File: src/rtl/mix_pkg.sv
// Shared definitions for the channel mixer: scheduler state encoding,
// default channel count and sample width, and the underrun counter width.
package mix_pkg;

    localparam int MIX_N_CH_DEF = 4;
    localparam int MIX_BITS_DEF = 24;
    localparam int UNDERRUN_W   = 16;

    typedef enum logic [1:0] {
        ST_IDLE   = 2'd0,
        ST_GATHER = 2'd1,
        ST_HOLD   = 2'd2
    } mix_state_e;

endpackage

File: src/rtl/mix_reduce.sv
// Combinational reduction of a wide signed accumulator to one output sample.
// Build option MIX_SATURATE_EN: when defined, out-of-range sums clamp to the
// most positive / most negative sample; otherwise the low OUT_W bits are kept
// (two's complement wrap).
module mix_reduce
    import mix_pkg::*;
#(
    parameter int IN_W  = 26,
    parameter int OUT_W = 24
) (
    input  logic [IN_W-1:0]  acc,
    output logic [OUT_W-1:0] sample
);

`ifdef MIX_SATURATE_EN
    localparam logic [OUT_W-1:0] POS_MAX = {1'b0, {(OUT_W-1){1'b1}}};
    localparam logic [OUT_W-1:0] NEG_MIN = {1'b1, {(OUT_W-1){1'b0}}};

    // The value fits when every bit from the output sign bit upward agrees.
    logic [IN_W-OUT_W:0] top_bits;
    assign top_bits = acc[IN_W-1:OUT_W-1];

    // Clamp toward the accumulator's sign when the upper bits disagree.
    always_comb begin
        sample = acc[OUT_W-1:0];
        if (!(&top_bits) && (|top_bits)) begin
            sample = acc[IN_W-1] ? NEG_MIN : POS_MAX;
        end
    end
`else
    // Guard bits are deliberately discarded in wrap mode.
    logic unused_hi;
    assign unused_hi = ^acc[IN_W-1:OUT_W];

    // Wrap: keep the low sample bits only.
    always_comb begin
        sample = acc[OUT_W-1:0];
    end
`endif

endmodule

File: src/rtl/mix_scheduler.sv
// Time-multiplexed stereo mixer feeding an I2S transmitter.
// One channel is visited per cycle (GATHER), the summed frame is then offered
// on l_data/r_data with data_en until the transmitter pulses data_entered.
// Build option MIX_SATURATE_EN selects saturating instead of wrapping
// reduction of the accumulators (see mix_reduce).
//
// Handshakes: on the source side ch_ready[i] is a single-cycle pulse in the
// slot cycle of channel i whenever ch_valid[i] is high (muted samples are
// drained too); the source must hold data/valid stable until that pulse.
// On the sink side data_en plays valid and data_entered plays ready: the frame
// is transferred in a cycle where both are high, and l_data/r_data/data_en do
// not change while waiting for it.
module mix_scheduler
    import mix_pkg::*;
#(
    parameter int N_CH           = MIX_N_CH_DEF,
    parameter int BITS_PRECISION = MIX_BITS_DEF
) (
    input  logic                           sck,
    input  logic                           rst_n,
    input  logic                           run,
    input  logic [N_CH*BITS_PRECISION-1:0] ch_l_data,
    input  logic [N_CH*BITS_PRECISION-1:0] ch_r_data,
    input  logic [N_CH-1:0]                ch_valid,
    input  logic [N_CH-1:0]                ch_mute,
    output logic [N_CH-1:0]                ch_ready,
    output logic [BITS_PRECISION-1:0]      l_data,
    output logic [BITS_PRECISION-1:0]      r_data,
    output logic                           data_en,
    input  logic                           data_entered,
    output logic [UNDERRUN_W-1:0]          underrun_cnt,
    output logic [1:0]                     state_dbg
);

    localparam int IDX_W = $clog2(N_CH);
    localparam int ACC_W = BITS_PRECISION + IDX_W;
    localparam logic [IDX_W-1:0] LAST_IDX = IDX_W'(N_CH - 1);

    mix_state_e state;
    mix_state_e state_next;

    logic [IDX_W-1:0]          idx;
    logic signed [ACC_W-1:0]   acc_l;
    logic signed [ACC_W-1:0]   acc_r;
    logic [BITS_PRECISION-1:0] samp_l;
    logic [BITS_PRECISION-1:0] samp_r;
    logic                      slot_valid;
    logic                      slot_mute;
    logic                      take;
    logic                      hole;
    logic signed [ACC_W-1:0]   add_l;
    logic signed [ACC_W-1:0]   add_r;
    logic signed [ACC_W-1:0]   sum_l;
    logic signed [ACC_W-1:0]   sum_r;
    logic [BITS_PRECISION-1:0] red_l;
    logic [BITS_PRECISION-1:0] red_r;

    assign state_dbg = state;

    // Decode the current slot: select its samples and classify it as
    // mixed, drained (muted) or missing.
    always_comb begin
        samp_l     = ch_l_data[int'(idx)*BITS_PRECISION +: BITS_PRECISION];
        samp_r     = ch_r_data[int'(idx)*BITS_PRECISION +: BITS_PRECISION];
        slot_valid = ch_valid[idx];
        slot_mute  = ch_mute[idx];
        take       = (state == ST_GATHER) && slot_valid && !slot_mute;
        hole       = (state == ST_GATHER) && !slot_valid && !slot_mute;
        add_l      = '0;
        add_r      = '0;
        if (take) begin
            add_l = {{IDX_W{samp_l[BITS_PRECISION-1]}}, samp_l};
            add_r = {{IDX_W{samp_r[BITS_PRECISION-1]}}, samp_r};
        end
        sum_l = acc_l + add_l;
        sum_r = acc_r + add_r;
    end

    // Reduce the running sums (including the current slot) to output width.
    mix_reduce #(.IN_W(ACC_W), .OUT_W(BITS_PRECISION)) u_reduce_l (
        .acc    (sum_l),
        .sample (red_l)
    );

    mix_reduce #(.IN_W(ACC_W), .OUT_W(BITS_PRECISION)) u_reduce_r (
        .acc    (sum_r),
        .sample (red_r)
    );

    // State register.
    always_ff @(posedge sck or negedge rst_n) begin
        if (!rst_n) begin
            state <= ST_IDLE;
        end else begin
            state <= state_next;
        end
    end

    // Next-state decode and the source-side ready pulse.
    always_comb begin
        state_next = state;
        ch_ready   = '0;
        case (state)
            ST_IDLE: begin
                if (run) begin
                    state_next = ST_GATHER;
                end
            end
            ST_GATHER: begin
                if (slot_valid) begin
                    ch_ready[idx] = 1'b1;
                end
                if (idx == LAST_IDX) begin
                    state_next = ST_HOLD;
                end
            end
            ST_HOLD: begin
                if (data_entered) begin
                    state_next = run ? ST_GATHER : ST_IDLE;
                end
            end
            default: begin
                state_next = ST_IDLE;
            end
        endcase
    end

    // Slot index, accumulators, output frame and underrun counter.
    always_ff @(posedge sck or negedge rst_n) begin
        if (!rst_n) begin
            idx          <= '0;
            acc_l        <= '0;
            acc_r        <= '0;
            l_data       <= '0;
            r_data       <= '0;
            data_en      <= 1'b0;
            underrun_cnt <= '0;
        end else begin
            case (state)
                ST_IDLE: begin
                    idx   <= '0;
                    acc_l <= '0;
                    acc_r <= '0;
                end
                ST_GATHER: begin
                    acc_l <= sum_l;
                    acc_r <= sum_r;
                    if (hole && (underrun_cnt != {UNDERRUN_W{1'b1}})) begin
                        underrun_cnt <= underrun_cnt + 1'b1;
                    end
                    if (idx == LAST_IDX) begin
                        idx     <= '0;
                        l_data  <= red_l;
                        r_data  <= red_r;
                        data_en <= 1'b1;
                    end else begin
                        idx <= idx + 1'b1;
                    end
                end
                ST_HOLD: begin
                    if (data_entered) begin
                        idx   <= '0;
                        acc_l <= '0;
                        acc_r <= '0;
                        if (!run) begin
                            data_en <= 1'b0;
                            l_data  <= '0;
                            r_data  <= '0;
                        end
                    end
                end
                default: begin
                    idx <= '0;
                end
            endcase
        end
    end

endmodule

File: config.mk
export PLATFORM = sky130hd
export DESIGN_NAME = mix_scheduler
export DESIGN_NICKNAME = d
export VERILOG_FILES = /design/src/rtl/mix_pkg.sv /design/src/rtl/mix_reduce.sv /design/src/rtl/mix_scheduler.sv
export SDC_FILE = /design/constraint.sdc
export NUM_CORES = 1
export LEC_CHECK = 0
export ABC_AREA = 1
export CAP_MARGIN = 40
export CORE_MARGIN = 2
export CORE_UTILIZATION = 38
export CTS_CLUSTER_SIZE = 25
export DETAILED_ROUTE_END_ITERATION = 16
export GPL_TIMING_DRIVEN = 0
export PLACE_DENSITY_LB_ADDON = 0.12
export SLEW_MARGIN = 20
export SYNTH_ARGS = -nofsm -noshare
export SYNTH_HDL_FRONTEND = slang
export SYNTH_SLANG_ARGS = --single-unit
File: constraint.sdc
create_clock -name sck -period 8.3 [get_ports sck]
set_input_delay 2.49 -clock sck [delete_from_list [all_inputs] [get_ports sck]]
set_output_delay 2.49 -clock sck [all_outputs]
set_load 0.005 [all_outputs]
Word-level counts from Yosys, hierarchy flattened. Cells that the tools add are included.

Flip-flop bits (word level): 121. Latch bits: 0. RAM bits: 0. ROM bits: 0. Bits of input ports: 204. Output and inout port bits: 71. Word-level logic and storage cells: 71. Memories: 0.

$add $sub $neg: 4. Multipliers: 1. Divide/modulo/power cells: 0. Order comparisons: 2. Equal/unequal tests: 8. Shifts and indexed selects: 2. Muxes and demuxes: 31. Bitwise operators: 0. Reductions and logical operators: 15.

Operator list (count): 26-bit one-hot mux with 3 select lines (2); 24-bit two-way mux (4); 24-bit one-hot mux with 2 select lines (2); 96-bit by 32-bit variable part select with 24-bit output (1); 96-bit by 8-bit variable part select with 24-bit output (1); 26-bit two-way mux (3); 26-bit adder (2); 16-bit by 1-bit adder with 16-bit output, second input constant (1); 16-bit inequality test, second input constant (1); 2-bit two-way mux (5); 4-bit two-way mux (2); 1-bit two-way mux (7); 1-bit logical AND (6); 2-bit inequality test, second input constant (3); 2-bit one-hot mux with 3 select lines (1); 1-bit binary-select mux with 2-bit select (2); 2-bit == test, second input constant (2); 2-bit by 2-bit multiplier with 4-bit output, second input constant (1); 2-bit one-hot mux with 2 select lines (1); 2-bit AND reduction (2); 4-bit AND reduction (1); 2-bit by 3-bit < comparator with 1-bit output, second input constant (1); 3-bit AND reduction (1); 3-bit nonzero test (1); 9 further kinds (10).

Longest topological paths before layout. Gate-level depths: netlist of run 1.

Word-level depth: 8. Depth in mapped cells: 23. Mapped depth without buffers: 21.

Hierarchy. A second synthesis of run 1 with hierarchy kept.

Cell total of the unflattened synthesis: 1669. Area total of the unflattened synthesis: 10502.6 um^2.

Modules (own cells, without submodules): mix_scheduler (times used 1, cells each 1621, area each 10142.2 um^2, sequential area each 3027.9 um^2); mix_reduce (times used 2, cells each 24, area each 180.2 um^2, sequential area each 0.0 um^2).

Least setup slack after synthesis of run 1. Ideal clock, no wire load.

Kind: input -> output. Start point: input ch_valid[1]. End point: output ch_ready[0]. Data arrival time: 2935 ps. Required time: 5810 ps. Path slack: 2875 ps. Cell stages on the path: 6. Path buffers: 0. Cell sequence: nand2_1 nand3_2 nand2_4 inv_2 nand2_1 nor2_1.

Longest elaborated chain between the ends: 4.

Ends and longest elaborated chain: start, declared (RTL line mix_scheduler.sv:24) `input logic [N_CH-1:0] ch_valid,`; 1-bit binary-select mux with 2-bit select (RTL line mix_scheduler.sv:65) `slot_valid = ch_valid[idx];`; 1-bit two-way mux (not written as such) (RTL line mix_scheduler.sv:65); 4-bit two-way mux (RTL line mix_scheduler.sv:110) `if (slot_valid) begin`; 4-bit two-way mux (RTL line mix_scheduler.sv:103) `case (state)`; end, declared (RTL line mix_scheduler.sv:26) `output logic [N_CH-1:0] ch_ready,`.

No other way between the ends. The select of a mux whose other input is x is not followed.

Worst setup path after layout of run 1.
Start point: input ch_valid[3]. End point: output ch_ready[0].

The elaborated chain is that of the path after synthesis.

==> impl_metrics.ini, run 1 <==
[status]
status = completed

[clock_tree]
clock_latency_ns = 0.43
h-tree-depth = 4
cts_setup_buffers = 0
clock_path_buffers = 2
cts_inserted_buffers = 17
path_clk_slew_ns = 0.06
cts_tree = done
cts.sinks = 117
ctsHoldBuffers = 0
cts_root_buffer = clkbuf_16
post_cts_resized = 0

[global_route]
grt_max_degree = 68
antenna_found_initial = 0
grt_pass1_vias = 10420
grt_pass1_wl_microns = 58310
grt_util_all_layers_pct = 29.11
globalRouteOverflowTotal = 0

[placed_design]
port_buffers = 274
gp_congestion = 0.9781
place_area_sq_um = 12740
dp_hpwl_microns = 30970

[logic_synthesis]
ys_seq_elements = 117
synth_ff_type = dfrtp_1
synth_area_per_cell_sq_um = 6.243
yosys.area.top_type_share_pct = 30.65
async_reset_ff_share_pct = 100.0
synth_area_leaders = dfrtp_1, nand2_1, nor2_1
synth_fp_nets = 1787
yosysTopAreaCell = dfrtp_1
syn_inst = 1530
ys_seq_area_share_pct = 30.65
synth_cell_types = 33
synth_edf_count = 0
syn-cell-area_sq_um = 9552
yosysWarnings = 0

[die]
die_h_microns = 162.5
coreArea_sq_um = 24960
die_w_microns = 162.5
dieArea_sq_um = 26420
ios = 275
fp-row-count = 58
initial_core_util_pct = 38.26

[detailed_routing]
dr.pass1.iters = 6
wl_per_cell_microns = 18.02
routed_wl_microns = 39080
drt_iter0_drc = 1110
route.detailed.drc = 0
vias_per_cell = 5.114
drtAntennaViolNets = 0
dr_total_vias = 11090

[sta]
finalHoldViolations = 0
worstMarginPinSlew_ns = 0.7979
slew_viol_final = 0
max_freq_ghz = 0.1517
final.period_utilization_pct = 79.43
skew_ns = 0.01011
setup_tns_ns = 0
finalSetupViolCount = 0
rsz0062_at_grt = no
max_slew_margin_pct = 46.81
fin_crit_ns = 6.593

[worst_setup_path]
crit_fanout = 4
r2r_slack_ns = 4.04
crit_family = buffers and inverters
critical_path_class = in -> out
start_kind = primary input
r2r_start = idx[1]
worst-path-buf-inv = 3
path_cells = clkdlybuf4s50_1 -> nand2_1 -> nand3_2 -> nand2_4 -> inv_2 -> nand2_1 -> nor2_1 -> clkdlybuf4s50_1
regToRegEndpoint = acc_l[22]
cp.depth = 8
r2r_cells = 17
crit_required_ns = 5.81
cpPeakStageDelay_ns = 0.54
cpMaxStageDelayCell = clkdlybuf4s50_1
worstPathArrival_ns = 4.10
critPathCaptureType = primary output

[cells_and_area]
final_common_cell = nand2_1
diodes = 0
fill_cells = 2506
nNetsFinal = 2083
most-common-layout-cells = nand2_1, clkdlybuf4s50_1, nor2_1
area_delta_synth_final_pct = 40.06
multi_input_area_sq_um = 5866
design_area_sq_um = 13380
drive_above_1_share_pct = 4.187
regArea_sq_um = 2928

[job]
maxCapViolCount = 0

[pwr]
p_sw_share_pct = 47.75
p_clk_share_pct = 19.7
intPower_mw = 2.135
irDropWorstVdd_uv = 137.7
p_comb_share_pct = 57.3
leakage_nw = 6.551
pwr_density_cell_nw_per_um2 = 305.4
p_switching_mw = 1.951
seqPwrFrac_pct = 23.0

[hold_path]
min_to = data_en
worstHoldPathCells = 2
min_from = data_en
hp-class = reg -> reg
[registers in the layout (all words and copies together), names as in the netlist]
signal / cells
acc_r: 24
state_dbg: 2
l_data: 24
r_data: 24
data_en: 1
acc_l: 24
underrun_cnt: 16
idx: 2
[power groups by stage]
stage          logic [mW]  registers, mW  clock network [mW]
3_5_place_dp         2.31          0.941                   0
4_1_cts              2.32          0.936               0.813
2_1_floorplan        1.39          0.914                   0
3_3_place_gp         2.28          0.939                   0
5_1_grt              2.59          0.965               0.835
6_report             2.34          0.941               0.803
[Yosys cell counts (8+ instances only)]
cell,n
nand2_1,478
nor2_1,264
o21ai_0,144
inv_1,130
dfrtp_1,117
nand3_1,98
a21oi_1,80
ha_1,51
clkbuf_1,33
xor2_1,19
buf_2,15
nand4_1,15
xnor2_1,12
nand3b_1,9
nor3_1,8
[routing by layer]
metal / share of wire [%] / wire [microns] / up-vias / track usage [%]
li1: - / - / 5490 / -
met1: 46 / 17840 / 5092 / 40.66
met2: 44 / 17290 / 465 / 46.19
met3: 8.6 / 3370 / 45 / 6.290
met4: 1.5 / 581 / 0 / 6.718
met5: 0 / 0 / - / 0
[cell type report]
type | count | share of cell area (%)
clock inverters | 13 | 1.263
clock buffers | 19 | 3.386
flip-flops and latches | 117 | 21.89
plain buffers | 58 | 1.908
multi-input cells | 1221 | 43.85
inverters | 134 | 3.760
repair buffers | 277 | 20.87
well taps | 330 | 3.086
[worst max-delay path by stage]
stage / start / endpoint / slack, ns
6_report: ch_valid[3] / ch_ready[0] / 1.71
5_1_grt: ch_valid[1] / ch_ready[0] / 1.63
4_1_cts: ch_valid[3] / ch_ready[0] / 1.71
3_5_place_dp: ch_valid[3] / ch_ready[0] / 1.72
3_3_place_gp: rst_n / r_data[10] / -0.27
2_1_floorplan: ch_valid[1] / ch_ready[0] / 2.88
[logic make-up (layout without fill, tap and decap cells)]
family	count (synthesis)	after routing	synth area share, %
AND/OR/NAND/NOR	898	898	38.62
buffers and inverters	192	501	7.938
flip-flops	117	117	30.65
adder cells (fa/ha/maj)	53	53	7.100
AO/OA/AOI/OAI	239	239	12.85
XOR/XNOR	31	31	2.843
[metrics by stage]
step | total power, mW | util [%] | hold WS, ns | setup slack, ns | instances
after floorplan | 2.302 | - | 0.4555 | 2.875 | 1530
after global placement | 3.218 | 50.90 | 0.4581 | -0.2688 | 2134
after detailed placement | 3.249 | 51.03 | 0.4577 | 1.718 | 2135
after CTS | 4.067 | 53.52 | 0.4738 | 1.709 | 2167
after global routing | 4.386 | 53.59 | 0.5057 | 1.628 | 2169
final | 4.086 | 53.59 | 0.4702 | 1.707 | 2169
[worst register-to-register path: stages, from the launching register on]
cell and delay [ns]:
dfrtp_1 0.61, inv_2 0.21, clkbuf_1 0.32, clkbuf_1 0.43, nor2_1 0.18, o21ai_0 0.15
a21oi_1 0.18, ha_1 0.22, inv_1 0.07, fa_1 0.42, nor2_1 0.12, nor2_1 0.10
o21ai_0 0.59, nand2_1 0.21, nand3_1 0.14, nand2_1 0.07, nand3_1 0.09, nand2_1 0.06
Power figures use the tool's default switching activity.
==> run 2, diff against run 1 <==
clock period = 5.5 ns   (was 8.3 ns; I/O delays follow)
==> results of run 2 <==
Same layout as run 1 (identical final DEF). Status: completed.
Among the figures that moved: setup slack after placement 1.718 ns -> 0.01545 ns; setup slack after layout 1.707 ns -> 0.5272 ns; start point of the critical path ch_valid[3] -> ch_mute[1]; end point of the critical path ch_ready[0] -> acc_l[22]; register-to-register setup slack 4.04 ns -> 1.24 ns; total power 4.086 mW -> 6.166 mW; worst IR drop on VDD 137.7 uV -> 207.7 uV
==> run 3, diff against run 2 <==
CORE_ASPECT_RATIO = 1.4   (was unset)
==> run 3 against run 2 <==
  * Setup slack lost 0.32 ns
  * Clock power shrank 4%
  * Sequential cell count is the same
  * Final area shrank 0.34%
  * Worst hold slack gained 0.0097 ns
  * Non-clock buffer count shrank 1
  * Sequential share of layout area grew 0.074 points
  * Fmax shrank 6.0%
  * Critical endpoint is now l_data[14]
  * Largest power group unchanged
==> impl_metrics.ini, run 3 (same netlist as run 1, synthesis figures left out) <==
[worst_setup_path]
crit_required_ns = 5.82
cpPeakStageDelay_ns = 0.71
worst-path-buf-inv = 4
cpMostUsedCell = nand2_1
crit_family = simple AND/OR/NAND/NOR gates
cpMaxStageDelayCell = o21ai_0
worstPathArrival_ns = 5.61
crit_fanout = 10
start_kind = primary input
critPathCaptureType = flop
path_cells = clkdlybuf4s50_1 -> nand2_1 -> nand3_1 -> nand2_2 -> nand2_4 -> nor2_4 -> inv_2 -> buf_2 -> a21oi_1 -> ha_1 -> inv_1 -> fa_1 -> nor2_1 -> nor2_1 -> o21ai_0 -> nand3_1 -> nand2_1 -> nand2_1 -> nand3_1 -> nand2_1
critical_path_class = in -> reg

[sta]
fin_crit_ns = 5.290
max_slew_margin_pct = 41.22
setup_tns_ns = 0
finalSetupViolCount = 0
max_freq_ghz = 0.1890
worstMarginPinSlew_ns = 0.8725
final.period_utilization_pct = 96.18
slew_viol_final = 0
finalHoldViolations = 0
skew_ns = 0.009222
hold_ws_ns = 0.4799
rsz0062_at_grt = no

[die]
dieArea_sq_um = 26440
ios = 275
die_h_microns = 191.6
fp-row-count = 68
coreArea_sq_um = 24670
initial_core_util_pct = 38.71
die_w_microns = 138.0

[placed_design]
port_buffers = 274
gp_congestion = 0.9694
dp_hpwl_microns = 32200
place_area_sq_um = 12720

[global_route]
antenna_found_initial = 0
grt_util_all_layers_pct = 30.81
grt_max_degree = 69
grt_pass1_vias = 11030
grt_pass1_wl_microns = 60090
globalRouteOverflowTotal = 0

[cells_and_area]
utilization_pct = 54.04
multi_input_area_sq_um = 5866
nNetsFinal = 2082
fill_cells = 2565
diodes = 0
area_delta_synth_final_pct = 39.59
most-common-layout-cells = nand2_1, clkdlybuf4s50_1, nor2_1
design_area_sq_um = 13330
regArea_sq_um = 2928
final_common_cell = nand2_1
drive_above_1_share_pct = 4.081

[hold_path]
hp-class = reg -> reg

[clock_tree]
ctsHoldBuffers = 0
cts.sinks = 117
h-tree-depth = 4
post_cts_resized = 0
clock_latency_ns = 0.44
cts_root_buffer = clkbuf_16
cts_setup_buffers = 0
clock_path_buffers = 2
path_clk_slew_ns = 0.06
cts_inserted_buffers = 17
cts_tree = done

[detailed_routing]
routed_wl_microns = 40150
vias_per_cell = 5.111
wl_per_cell_microns = 18.65
drt_iter0_drc = 638
route.detailed.drc = 0
drtAntennaViolNets = 0
dr_total_vias = 11010
dr.pass1.iters = 8

[pwr]
p_sw_share_pct = 47.44
leakage_nw = 6.538
p_comb_share_pct = 57.7
irDropWorstVdd_uv = 249.4
seqPwrFrac_pct = 23.2
pwr_density_cell_nw_per_um2 = 456.2
p_clk_share_pct = 19.1
intPower_mw = 3.197
p_switching_mw = 2.885

[status]
status = completed

[job]
maxCapViolCount = 0
## run 3: area by class of cell
cell class                 instances  share of cell area, %
clock buffer                      19                  3.322
clock inverter                    13                  1.182
timing repair buffer             276                  20.90
buffer                            58                  1.914
multi-input combinational       1221                  43.99
tap                              315                  2.956
sequential                       117                  21.96
inverter                         134                  3.773
## run 3: worst paths after layout
check / to / start / cells after the start / slack, ns
min: data_en / data_en / 2 / 0.48
min reg2reg: data_en / data_en / 2 / 0.48
max: l_data[14] / ch_mute[0] / 20 / 0.21
max in group asynchronous: l_data[18] / rst_n / 2 / 3.69
max reg2reg: l_data[14] / idx[1] / 17 / 1.02
min in group asynchronous: underrun_cnt[6] / rst_n / 1 / 1.10
## run 3: power groups by stage
| stage | sequential (mW) | combinational [mW] | clock, mW |
|---|---|---|---|
| after detailed placement | 1.42 | 3.49 | 0 |
| after global placement | 1.41 | 3.45 | 0 |
| after global routing | 1.44 | 3.89 | 1.22 |
| after CTS | 1.41 | 3.51 | 1.18 |
| final | 1.41 | 3.51 | 1.16 |
| after floorplan | 1.38 | 2.09 | 0 |
## run 3: per-stage QoR
stage | std cells | worst slack, ns | total power, mW
4_1_cts | 2152 | 0.2878 | 6.093
3_5_place_dp | 2120 | -0.1461 | 4.908
5_1_grt | 2153 | 0.03537 | 6.555
6_report | 2153 | 0.2101 | 6.082
2_1_floorplan | 1530 | 1.480 | 3.474
3_3_place_gp | 2119 | -2.201 | 4.866
## run 3: worst register-to-register path, stage by stage, from the launching register on
cell and delay, ns:
dfrtp_1 0.56, inv_2 0.19, clkbuf_1 0.33, clkbuf_1 0.42
nor2_1 0.20, o21ai_0 0.12, a21oi_1 0.26, ha_1 0.27
inv_1 0.07, fa_1 0.43, nor2_1 0.13, nor2_1 0.11
o21ai_0 0.71, nand3_1 0.25, nand2_1 0.12, nand2_1 0.07
nand3_1 0.07, nand2_1 0.06
## run 3: layer usage
layer | GRT usage, % | vias to the layer above | wire length, microns
li1 | - | 5494 | -
met1 | 31.56 | 5034 | 14580
met2 | 57.86 | 382 | 21120
met3 | 5.516 | 95 | 2282
met4 | 16.95 | 0 | 2160
met5 | 0 | - | 0
